===== config.mk =====
export PLATFORM = sky130hd
export DESIGN_NAME = sram_read_streamer
export DESIGN_NICKNAME = d
export VERILOG_FILES = /design/src/rtl/sram_read_streamer.sv
export SDC_FILE = /design/constraint.sdc
export NUM_CORES = 1
export LEC_CHECK = 0
export BUFFER_PORTS_ARGS = -buffer_cell sky130_fd_sc_hd__buf_2
export CORE_ASPECT_RATIO = 1.4
export CORE_MARGIN = 2
export CORE_UTILIZATION = 62
export CTS_CLUSTER_SIZE = 25
export DETAILED_ROUTE_END_ITERATION = 10
export GPL_ROUTABILITY_DRIVEN = 0
export PLACE_DENSITY = 0.95
export SKIP_LAST_GASP = 1
export SLEW_MARGIN = 20
export SYNTH_ARGS = -nofsm -noshare
export SYNTH_HDL_FRONTEND = slang
export SYNTH_SLANG_ARGS = --single-unit

===== constraint.sdc =====
create_clock -name clk -period 4.25 [get_ports clk]
set_input_delay 0.425 -clock clk [delete_from_list [all_inputs] [get_ports clk]]
set_output_delay 0.425 -clock clk [all_outputs]
set_load 0.01 [all_outputs]

===== src/rtl/sram_read_streamer.sv =====
// Read sequencer for one RW port of a 512x8 OpenRAM macro, streaming fetched bytes out over valid/ready.
// Optional build macro STREAMER_STALL_CNT_EN adds a 16-bit saturating backpressure stall counter output.
module sram_read_streamer #(
  parameter int ADDR_WIDTH = 9,
  parameter int DATA_WIDTH = 8,
  parameter int FIFO_DEPTH = 4
) (
  input  logic                  clk,
  input  logic                  rst_n,
  input  logic                  start,
  input  logic [ADDR_WIDTH-1:0] base_addr,
  input  logic [ADDR_WIDTH:0]   length,
  output logic                  busy,
  output logic                  done,
  output logic                  sram_csb,
  output logic                  sram_web,
  output logic [ADDR_WIDTH-1:0] sram_addr,
  input  logic [DATA_WIDTH-1:0] sram_dout,
  output logic                  out_valid,
  input  logic                  out_ready,
  output logic [DATA_WIDTH-1:0] out_data
`ifdef STREAMER_STALL_CNT_EN
  ,
  output logic [15:0]           stall_cnt
`endif
);

  localparam int PW = $clog2(FIFO_DEPTH);
  localparam int CW = PW + 1;
  localparam logic [ADDR_WIDTH-1:0] ADDR_ONE = 1;
  localparam logic [ADDR_WIDTH:0]   LEN_ONE  = 1;
  localparam logic [PW-1:0]         PTR_ONE  = 1;
  localparam logic [CW-1:0]         CNT_ONE  = 1;
  localparam logic [CW:0]           DEPTH_L  = FIFO_DEPTH;

  typedef enum logic [1:0] {IDLE, RUN, DRAIN} state_t;

  state_t                state;
  logic [ADDR_WIDTH:0]   len_q;
  logic [ADDR_WIDTH:0]   issued_q;
  logic [ADDR_WIDTH-1:0] next_addr;
  logic                  rd_vld_p1;
  logic [DATA_WIDTH-1:0] fifo_mem [FIFO_DEPTH];
  logic [PW-1:0]         wr_ptr;
  logic [PW-1:0]         rd_ptr;
  logic [CW-1:0]         fifo_count;
  logic [1:0]            pending;
  logic [CW:0]           used;
  logic                  credit_ok;
  logic                  push;
  logic                  pop;

  // A read is in flight while csb is low (macro latching) and for the cycle after (data on dout).
  assign pending   = {1'b0, ~sram_csb} + {1'b0, rd_vld_p1};
  assign used      = {1'b0, fifo_count} + {{(CW-1){1'b0}}, pending};
  assign credit_ok = used < DEPTH_L;
  assign push      = rd_vld_p1;
  assign out_valid = fifo_count != '0;
  assign pop       = out_valid & out_ready;
  assign out_data  = out_valid ? fifo_mem[rd_ptr] : '0;
  assign sram_web  = 1'b1;

  always_ff @(posedge clk or negedge rst_n) begin
    if (!rst_n) begin
      state     <= IDLE;
      busy      <= 1'b0;
      done      <= 1'b0;
      sram_csb  <= 1'b1;
      sram_addr <= '0;
      next_addr <= '0;
      len_q     <= '0;
      issued_q  <= '0;
    end else begin
      done     <= 1'b0;
      sram_csb <= 1'b1;
      case (state)
        IDLE: begin
          if (start) begin
            if (length == '0) begin
              done <= 1'b1;
            end else begin
              // The accepting edge already issues the first read; the pipeline is empty here.
              len_q     <= length;
              sram_csb  <= 1'b0;
              sram_addr <= base_addr;
              next_addr <= base_addr + ADDR_ONE;
              issued_q  <= LEN_ONE;
              busy      <= 1'b1;
              state     <= (length == LEN_ONE) ? DRAIN : RUN;
            end
          end
        end
        RUN: begin
          if (credit_ok) begin
            sram_csb  <= 1'b0;
            sram_addr <= next_addr;
            next_addr <= next_addr + ADDR_ONE;
            issued_q  <= issued_q + LEN_ONE;
            if (issued_q + LEN_ONE == len_q) state <= DRAIN;
          end
        end
        DRAIN: begin
          if (pending == 2'd0 && fifo_count == '0) begin
            done  <= 1'b1;
            busy  <= 1'b0;
            state <= IDLE;
          end
        end
        default: state <= IDLE;
      endcase
    end
  end

  // Capture stage: dout is valid one cycle after the macro latched the request.
  always_ff @(posedge clk or negedge rst_n) begin
    if (!rst_n) begin
      rd_vld_p1  <= 1'b0;
      wr_ptr     <= '0;
      rd_ptr     <= '0;
      fifo_count <= '0;
    end else begin
      rd_vld_p1 <= ~sram_csb;
      if (push) wr_ptr <= wr_ptr + PTR_ONE;
      if (pop)  rd_ptr <= rd_ptr + PTR_ONE;
      case ({push, pop})
        2'b10:   fifo_count <= fifo_count + CNT_ONE;
        2'b01:   fifo_count <= fifo_count - CNT_ONE;
        default: fifo_count <= fifo_count;
      endcase
    end
  end

  always_ff @(posedge clk) begin
    if (push) fifo_mem[wr_ptr] <= sram_dout;
  end

`ifdef STREAMER_STALL_CNT_EN
  logic start_acc;
  assign start_acc = (state == IDLE) & start;

  always_ff @(posedge clk or negedge rst_n) begin
    if (!rst_n) begin
      stall_cnt <= '0;
    end else if (start_acc) begin
      stall_cnt <= '0;
    end else if (out_valid && !out_ready && stall_cnt != 16'hFFFF) begin
      stall_cnt <= stall_cnt + 16'd1;
    end
  end
`endif

endmodule


---- Word-level counts from Yosys, hierarchy flattened ----
Memories as Yosys holds them, arrays and structs flattened.
Index checks and enable logic that the tools add are counted.
W data, S select, Z words.
storage, ports and cells
  flip-flop bits (word level) ............. 51
  bits in latches ......................... 0
  memory bits (writable) .................. 32
  memory bits (read-only) ................. 0
  bits of input ports ..................... 31
  output and inout port bits .............. 22
  logic and storage cells ................. 84
  memories kept ........................... 1
memories
  memory    words  width  rd ports  clocked after memory_dff  wr ports  line  RTL
  fifo_mem  4      8      1         0                         1         43    logic [DATA_WIDTH-1:0] fifo_mem [FIFO_DEPTH];
operators by class
  $add $sub $neg .......................... 9
  $mul .................................... 0
  divide/modulo/power cells ............... 0
  order comparisons ....................... 1
  equality and inequality tests ........... 11
  shift-type cells ........................ 0
  multiplexer cells ....................... 34
  bitwise operators ....................... 3
  reduce and logical (&&, ||, !) cells .... 13
operators with widths
  kind                     number
  $mux W9                  6
  $pmux W9 S2              2
  $mux W10                 3
  $pmux W10 S2             1
  $add A9 B1 Y9 const B    2
  $mux W2                  6
  $add A10 B1 Y10 const B  1
  $eq A10 B1 Y1 const B    1
  $eq A10 B10 Y1           1
  $logic_not A10 Y1        1
  $mux W1                  10
  $ne A2 B2 Y1 const B     5
  $mux W8                  1
  $reduce_and A4 Y1        2
  $pmux W1 S2              3
  $pmux W2 S3              1
  $pmux W3 S2              1
  $reduce_bool A2 Y1       3
  $reduce_and A5 Y1        1
  $add A2 B1 Y2 const B    2
  $add A3 B2 Y4            1
  $eq A2 B1 Y1 const B     2
  $eq A2 B2 Y1 const B     2
  $logic_not A2 Y1         2
  10 further kinds         11

---- Logic depth before layout (Yosys ltp) ----
Gate-level depths: netlist (run 1).
  word-level depth ........................ 6
  gate-level depth with buffers ........... 11
  gate-level depth less buffers ........... 9

---- Worst setup path before layout (run 1) ----
Ideal clock, no wire load.
  path type ............................... flip-flop to flip-flop
  start point ............................. reg sram_csb
  end point ............................... reg next_addr[7]
  library setup time ...................... 0.123 ns
  data arrival time ....................... 2.342 ns
  required time ........................... 4.127 ns
  slack ................................... 1.786 ns
  cell stages (with the launch flop) ...... 11
  path buffers ............................ 1
  clock period less this slack ............ 2.464 ns
  path through ............................ dfstp_2 inv_1 ha_1 ha_1 a311o_1 or2_1 buf_2 nand2_8 inv_4 a211o_1 o221a_2
between the ends
  cells in the longest elaborated chain, start to end .. 6
ends and longest elaborated chain
  element                      line  RTL
  start, declared              15    output logic sram_csb,
  start signal, assigned       68    sram_csb <= 1'b1;
  start signal, assigned       75    sram_csb <= 1'b1;
  start signal, assigned       84    sram_csb <= 1'b0;
  $not A1 Y1                   54    assign pending = {1'b0, ~sram_csb} + {1'b0, rd_vld_p1};
  $add A1 B1 Y2                54
  $add A3 B2 Y4                55    assign used = {1'b0, fifo_count} + {{(CW-1){1'b0}}, pending};
  $lt A4 B3 Y1                 56    assign credit_ok = used < DEPTH_L;
  $ne A2 B2 Y1 (no line)       --
  $reduce_and A4 Y1 (no line)  --
  end signal, assigned         86    next_addr <= base_addr + ADDR_ONE;
  end signal, assigned         97    next_addr <= next_addr + ADDR_ONE;
  end, declared                41    logic [ADDR_WIDTH-1:0] next_addr;
Every way passes these cells.
A chain may end at the register's enable or synchronous reset.

---- Worst setup path after layout (run 1) ----
Same ends and word-level chain as after synthesis.

==> out/summary.txt, run 1 <==
Routed wire length - 9.03 mm
Total global-route track usage - 26.3%
Mapped Area - 0.00418 mm²
Post-Syn Nets - 425
Top FF cell, synth - dfrtp_1
Layout cell share with drive strength beyond 1 - 19.8%
Number of global-route vias before repair - 3200
CP cell instances - inv_1 -> ha_1 -> ha_1 -> a311o_1 -> or2_1 -> nand2_8 -> inv_4 -> a211o_1 -> o221a_2
Total number of vias - 3134
Quantity of I/O buffers inserted on ports - 51
CTS max path bufs - 2
Area leader, netlist - dfrtp_1
Crit path max fanout - 26
Gr ovfl total - 0
Cells after Synth - 383
GRT met1 Usage - 30.5%
Post-synth top cells - 70 x nand2_1, 50 x dfrtp_1, 32 x edfxtp_1
Leak pwr - 1.99 nW
Status - complete, no violations
Power Density - 714 mW/mm²
RSZ-0062 raised after global routing - false
I/O pins - 53
Worst setup SP type - flip-flop
Drt drc - 0
Worst EP required - 4500 ps
Register bit total from synthesis - 83
Post-synthesis average cell area - 10.9 µm²
Instance count on the critical path - 9
Drt pass-1 iters - 5
Sequential-to-total area share from yosys stat - 53.5%
M3 GR Usage - 4.88%
Antenna-violating nets left - 0
Min Clock Period, post-route - 2770 ps
Pin count of the biggest net entering global routing - 52
Setup bufs post-CTS - 0
First-pass GRT wire length - 14.9 mm
CTS sink cnt - 83
Share of the synthesized area in the top cell type - 29.9%
Die Wd - 73.4 µm
CTS clk-pin slew, worst paths - 80 ps
Vias per cell - 6.17
Worst Hold Class - in -> async
Synthesis-to-layout area growth - 11.7%
Worst vdd ir - 431 µV
Fin crit share - 65.1%
Skew final - 8.64 ps
Detailed-placement wirelength estimate - 6.45 mm
Num CTS Buffers - 9
Buf+Inv Stages, Crit Path - 2
Worst EP arrival - 3020 ps
Worst-Skew Late Latency - 360 ps
Fmax - 0.361 GHz
Post-synth EDFFs - 32
Starting Density - 63.6%
Most used cell, CP - ha_1
CTS H-tree lvls - 3
Ys Warns - 0
FP Rows - 35
Reg2Reg Setup Slack - 1480 ps
Final setup vio count - 0
Reg2reg path depth - 9
CP Class - reg -> reg
GRT Max-Usage Layer - met2
Die Area - 0.00742 mm²
CTS tree - built
First DRT Iteration DRCs - 229
Final Hold Vio Count - 0
Initial antenna violation count - 0
Routed length per placed instance - 17.8 µm
GR Util met2 - 47.2%
Chip height - 101 µm
Root buffer cell - clkbuf_8
Number of antenna diodes - 0
Synth async-reset ratio - 61.4%
Final core utilization - 71.1%
Worst setup EP type - flip-flop
Top-count cell post-synth - nand2_1
Hold Buf Count CTS - 0
Max-slew violations - 0
Synth cell types - 60
Main area contributors after synthesis - dfrtp_1 30%, edfxtp_1 23%, nand2_1 6.3%
Slowest CP cell - dfstp_2
Slew headroom - 48.3%
Crit-path max cell delay - 560 ps
Max Cap Violations - 0
Final setup TNS - 0 ps
CTS resizes - 0
Slew @ Worst Pin - 754 ps
Worst path top cell family by delay - compound AO/OA/AOI/OAI gates
Area of the core - 0.00657 mm²
Nets - 471
report_power, final:
part | leakage, nW | switching [mW] | internal [mW]
Combinational | 0.980 | 0.756 | 0.585
Sequential | 0.901 | 0.270 | 1.12
Clock | 0.109 | 0.290 | 0.309
cells by family after synthesis:
group	share of synthesized area, %
and+or+nand+nor	16.3
xor gates and xnor gates	4.61
other	0.0897
DFF	53.5
muxes	6.26
adders and majority gates	3.47
buffers and inverters	3.50
AOI/OAI and AO/OA	12.3
cell usage in the layout, fill, tap and decap left out, types with 3 or more instances in the layout:
cell	n
nand4_1	4
and2_1	14
o21ai_1	14
a31oi_1	5
a211oi_1	8
o21ai_0	7
o2111ai_1	3
nor3_1	7
nand3_1	10
nor2_1	19
ha_1	10
xor2_1	9
inv_1	10
buf_4	3
dfrtp_1	50
mux4_2	8
edfxtp_1	32
a21oi_1	16
nand2_1	70
nand2b_1	4
buf_2	51
clkinv_4	3
and3_1	6
mux2i_1	7
xnor2_1	13
clkbuf_8	9
sequential cells by signal (all words and copies together), names as in the netlist:
register,cells
wr_ptr,2
done,1
fifo_mem,32
fifo_count,3
busy,1
next_addr,9
len_q,10
sram_addr,9
issued_q,10
sram_csb,1
push,1
rd_ptr,2
state,2
cell type report:
class	instances	area [µm²]
tap	74	92.6
fill	452	1900
clock buffer	11	153
clock inverter	5	61.3
inverter	11	43.8
timing repair buffer	54	278
multi-input combinational	270	1800
sequential	83	2240
final timing paths:
| kind | from | endpoint |
|---|---|---|
| worst max-delay path | sram_csb$_DFF_PN1_ | next_addr[7]$_DFFE_PN0P_ |
| worst min-delay path | rst_n | sram_addr[0]$_DFFE_PN0P_ |
| worst max register to register | sram_csb$_DFF_PN1_ | next_addr[7]$_DFFE_PN0P_ |
| worst min register to register | sram_csb$_DFF_PN1_ | push$_DFF_PN0_ |
| max in group asynchronous | rst_n | len_q[2]$_DFFE_PN0P_ |
| min in group clk | sram_dout[0] | fifo_mem[2][0]$_DFFE_PP_ |
routing by layer:
layer | vias up | part of all wire (%)
li1 | 1461 | -
met2 | 107 | 55
met5 | - | 0
met4 | 0 | 2.6
met1 | 1546 | 38
met3 | 20 | 4.5
stage by stage:
stage | total power [mW] | worst slack [ps] | cell area, µm² | hold WS [ps] | std cells
4_1_cts | 3.34 | 1500 | 4660 | 181 | 508
2_1_floorplan | 2.36 | 1790 | 4180 | 129 | 383
3_3_place_gp | 2.64 | 1590 | 4450 | 453 | 492
5_1_grt | 3.56 | 1280 | 4670 | 206 | 508
6_report | 3.33 | 1480 | 4670 | 161 | 508
3_5_place_dp | 2.74 | 1510 | 4450 | 475 | 492
worst reg2reg max path: cells and delay by family (launching register included):
kind / cells / cell delay, ps
buffers and inverters: 2 / 190
and+or+nand+nor: 2 / 610
adders and majority gates: 2 / 470
AOI/OAI and AO/OA: 3 / 840
DFF: 1 / 560
Note: power is estimated with default switching activity, not from simulation.
==> run 2: changes to the inputs <==
--- a/config.mk
+++ b/config.mk
@@ -8,11 +8,11 @@
 export BUFFER_PORTS_ARGS = -buffer_cell sky130_fd_sc_hd__buf_2
 export CORE_ASPECT_RATIO = 1.4
 export CORE_MARGIN = 2
-export CORE_UTILIZATION = 62
+export CORE_UTILIZATION = 52
 export CTS_CLUSTER_SIZE = 25
 export DETAILED_ROUTE_END_ITERATION = 10
 export GPL_ROUTABILITY_DRIVEN = 0
-export PLACE_DENSITY = 0.95
+export PLACE_DENSITY = 0.87
 export SKIP_LAST_GASP = 1
 export SLEW_MARGIN = 20
 export SYNTH_ARGS = -nofsm -noshare
==> constraint.sdc (replaced) <==
create_clock -name clk -period 2.4 [get_ports clk]
set_input_delay 0.24 -clock clk [delete_from_list [all_inputs] [get_ports clk]]
set_output_delay 0.24 -clock clk [all_outputs]
set_load 0.01 [all_outputs]
==> out/summary.txt, run 2 (synthesized netlist as in run 1, its figures left out) <==
Quantity of I/O buffers inserted on ports - 51
Fin crit share - 98.1%
Total global-route track usage - 22.5%
Fin worst setup slack - 46.6 ps
CTS H-tree lvls - 3
Status - complete, no violations
Worst-Skew Late Latency - 370 ps
Min Clock Period, post-route - 2350 ps
Pre-CTS WS - -27.4 ps
CTS max path bufs - 2
Slowest CP cell - dfstp_2
Slew @ Worst Pin - 598 ps
Worst EP required - 2650 ps
Slew headroom - 60.2%
Layout cell share with drive strength beyond 1 - 24.8%
Skew final - 13.4 ps
Power Density - 1290 mW/mm²
Area of the core - 0.00780 mm²
Max Cap Violations - 0
Antenna-violating nets left - 0
Die Wd - 79.8 µm
Fmax - 0.425 GHz
CTS clk-pin slew, worst paths - 90 ps
Drt pass-1 iters - 5
Vias per cell - 5.84
CP cell instances - inv_1 -> ha_2 -> ha_4 -> a311o_1 -> or2_4 -> nand2_8 -> buf_12 -> mux2_2
Routed wire length - 9.48 mm
Worst Hold Class - in -> reg
Final setup vio count - 0
Max-slew violations - 0
Number of antenna diodes - 0
Most frequent cells in the layout - 70 x nand2_1, 51 x buf_2, 50 x dfrtp_1, 32 x edfxtp_1, 21 x buf_4
CP Class - reg -> reg
CTS sink cnt - 83
Die Area - 0.00878 mm²
Num CTS Buffers - 9
Largest Register - fifo_mem
RSZ-0062 raised after global routing - true
Synthesis-to-layout area growth - 17.3%
First-pass GRT wire length - 14.9 mm
Number of global-route vias before repair - 3163
Worst vdd ir - 800 µV
Routed length per placed instance - 17.1 µm
Inst Count DP - 533
Layout Cells excl Fill - 555
I/O pins - 53
CTS tree - built
Worst EP arrival - 2610 ps
Most common cell after layout, fill and taps aside - nand2_1
Crit path max fanout - 14
Drt drc - 0
Regs by FF count - fifo_mem (32), issued_q (10), len_q (10)
Gr ovfl total - 0
Nets - 492
Pin count of the biggest net entering global routing - 34
Worst setup SP type - flip-flop
Largest register FFs - 32
First DRT Iteration DRCs - 226
Crit-path max cell delay - 550 ps
Initial antenna violation count - 0
Detailed-placement wirelength estimate - 6.65 mm
Leak pwr - 2.08 nW
Chip height - 110 µm
Final Hold Vio Count - 0
Final setup TNS - 0 ps
Worst setup EP type - flip-flop
Root buffer cell - clkbuf_8
Final core utilization - 62.9%
FP Rows - 38
Total number of vias - 3239
Starting Density - 53.6%
-- run 2: timing repair --
item	CTS	global route
setup endpoints to repair	7	15
hold buffers	1	0
setup buffers	0	5
pin swaps	0	6
hold endpoints to repair	17	0
gates resized for setup	1	10
-- run 2: final cells by class --
| cell class | count | area (µm²) |
|---|---|---|
| clock inverters | 6 | 66.3 |
| flip-flops and latches | 83 | 2240 |
| clock buffers | 10 | 128 |
| repair buffers | 75 | 463 |
| inverters | 11 | 46.3 |
| fillers | 624 | 2890 |
| multi-input cells | 270 | 1840 |
| well taps | 100 | 125 |
-- run 2: critical path: cells and delay by family (launching register included) --
family,cells,cell delay (ps)
AOI/OAI and AO/OA,1,370
adders and majority gates,2,420
buffers and inverters,2,200
DFF,1,550
muxes,1,330
and+or+nand+nor,2,370
-- run 2: path summary, 6_finish.rpt --
| path | from | end | slack, ps | cells past startpoint |
|---|---|---|---|---|
| min in group asynchronous | rst_n | next_addr[6]$_DFFE_PN0P_ | 340 | 2 |
| min reg2reg | sram_addr[0]$_DFFE_PN0P_ | sram_addr[0]$_DFFE_PN0P_ | 490 | 1 |
| max reg2reg | sram_csb$_DFF_PN1_ | sram_addr[1]$_DFFE_PN0P_ | 50 | 8 |
| min | length[8] | len_q[8]$_DFFE_PN0P_ | 70 | 3 |
| max | sram_csb$_DFF_PN1_ | sram_addr[1]$_DFFE_PN0P_ | 50 | 8 |
| max in group asynchronous | rst_n | issued_q[5]$_DFFE_PN0P_ | 1250 | 3 |
-- run 2: report_power, final --
group | internal, mW | switching [mW] | total [mW]
Sequential | 1.99 | 0.464 | 2.45
Combinational | 1.38 | 1.51 | 2.88
Clock | 0.481 | 0.528 | 1.01
Total | 3.85 | 2.50 | 6.35
-- run 2: through the flow --
| stage | hold WS [ps] | instance area (µm²) | power, mW |
|---|---|---|---|
| after global placement | 204 | 4620 | 4.97 |
| final | 74.8 | 4900 | 6.35 |
| after CTS | 74.0 | 4820 | 6.16 |
| after global routing | 71.7 | 4900 | 6.75 |
| after floorplan | -55.6 | 4190 | 4.20 |
| after detailed placement | 204 | 4620 | 5.13 |
-- run 2: routing by layer --
layer | vias up | share of wire (%) | GRT usage, %
li1 | 1500 | - | -
met1 | 1603 | 39 | 25.8
met2 | 113 | 54 | 40.3
met3 | 23 | 4.1 | 4.89
met4 | 0 | 3.0 | 10.0
met5 | - | 0 | 0
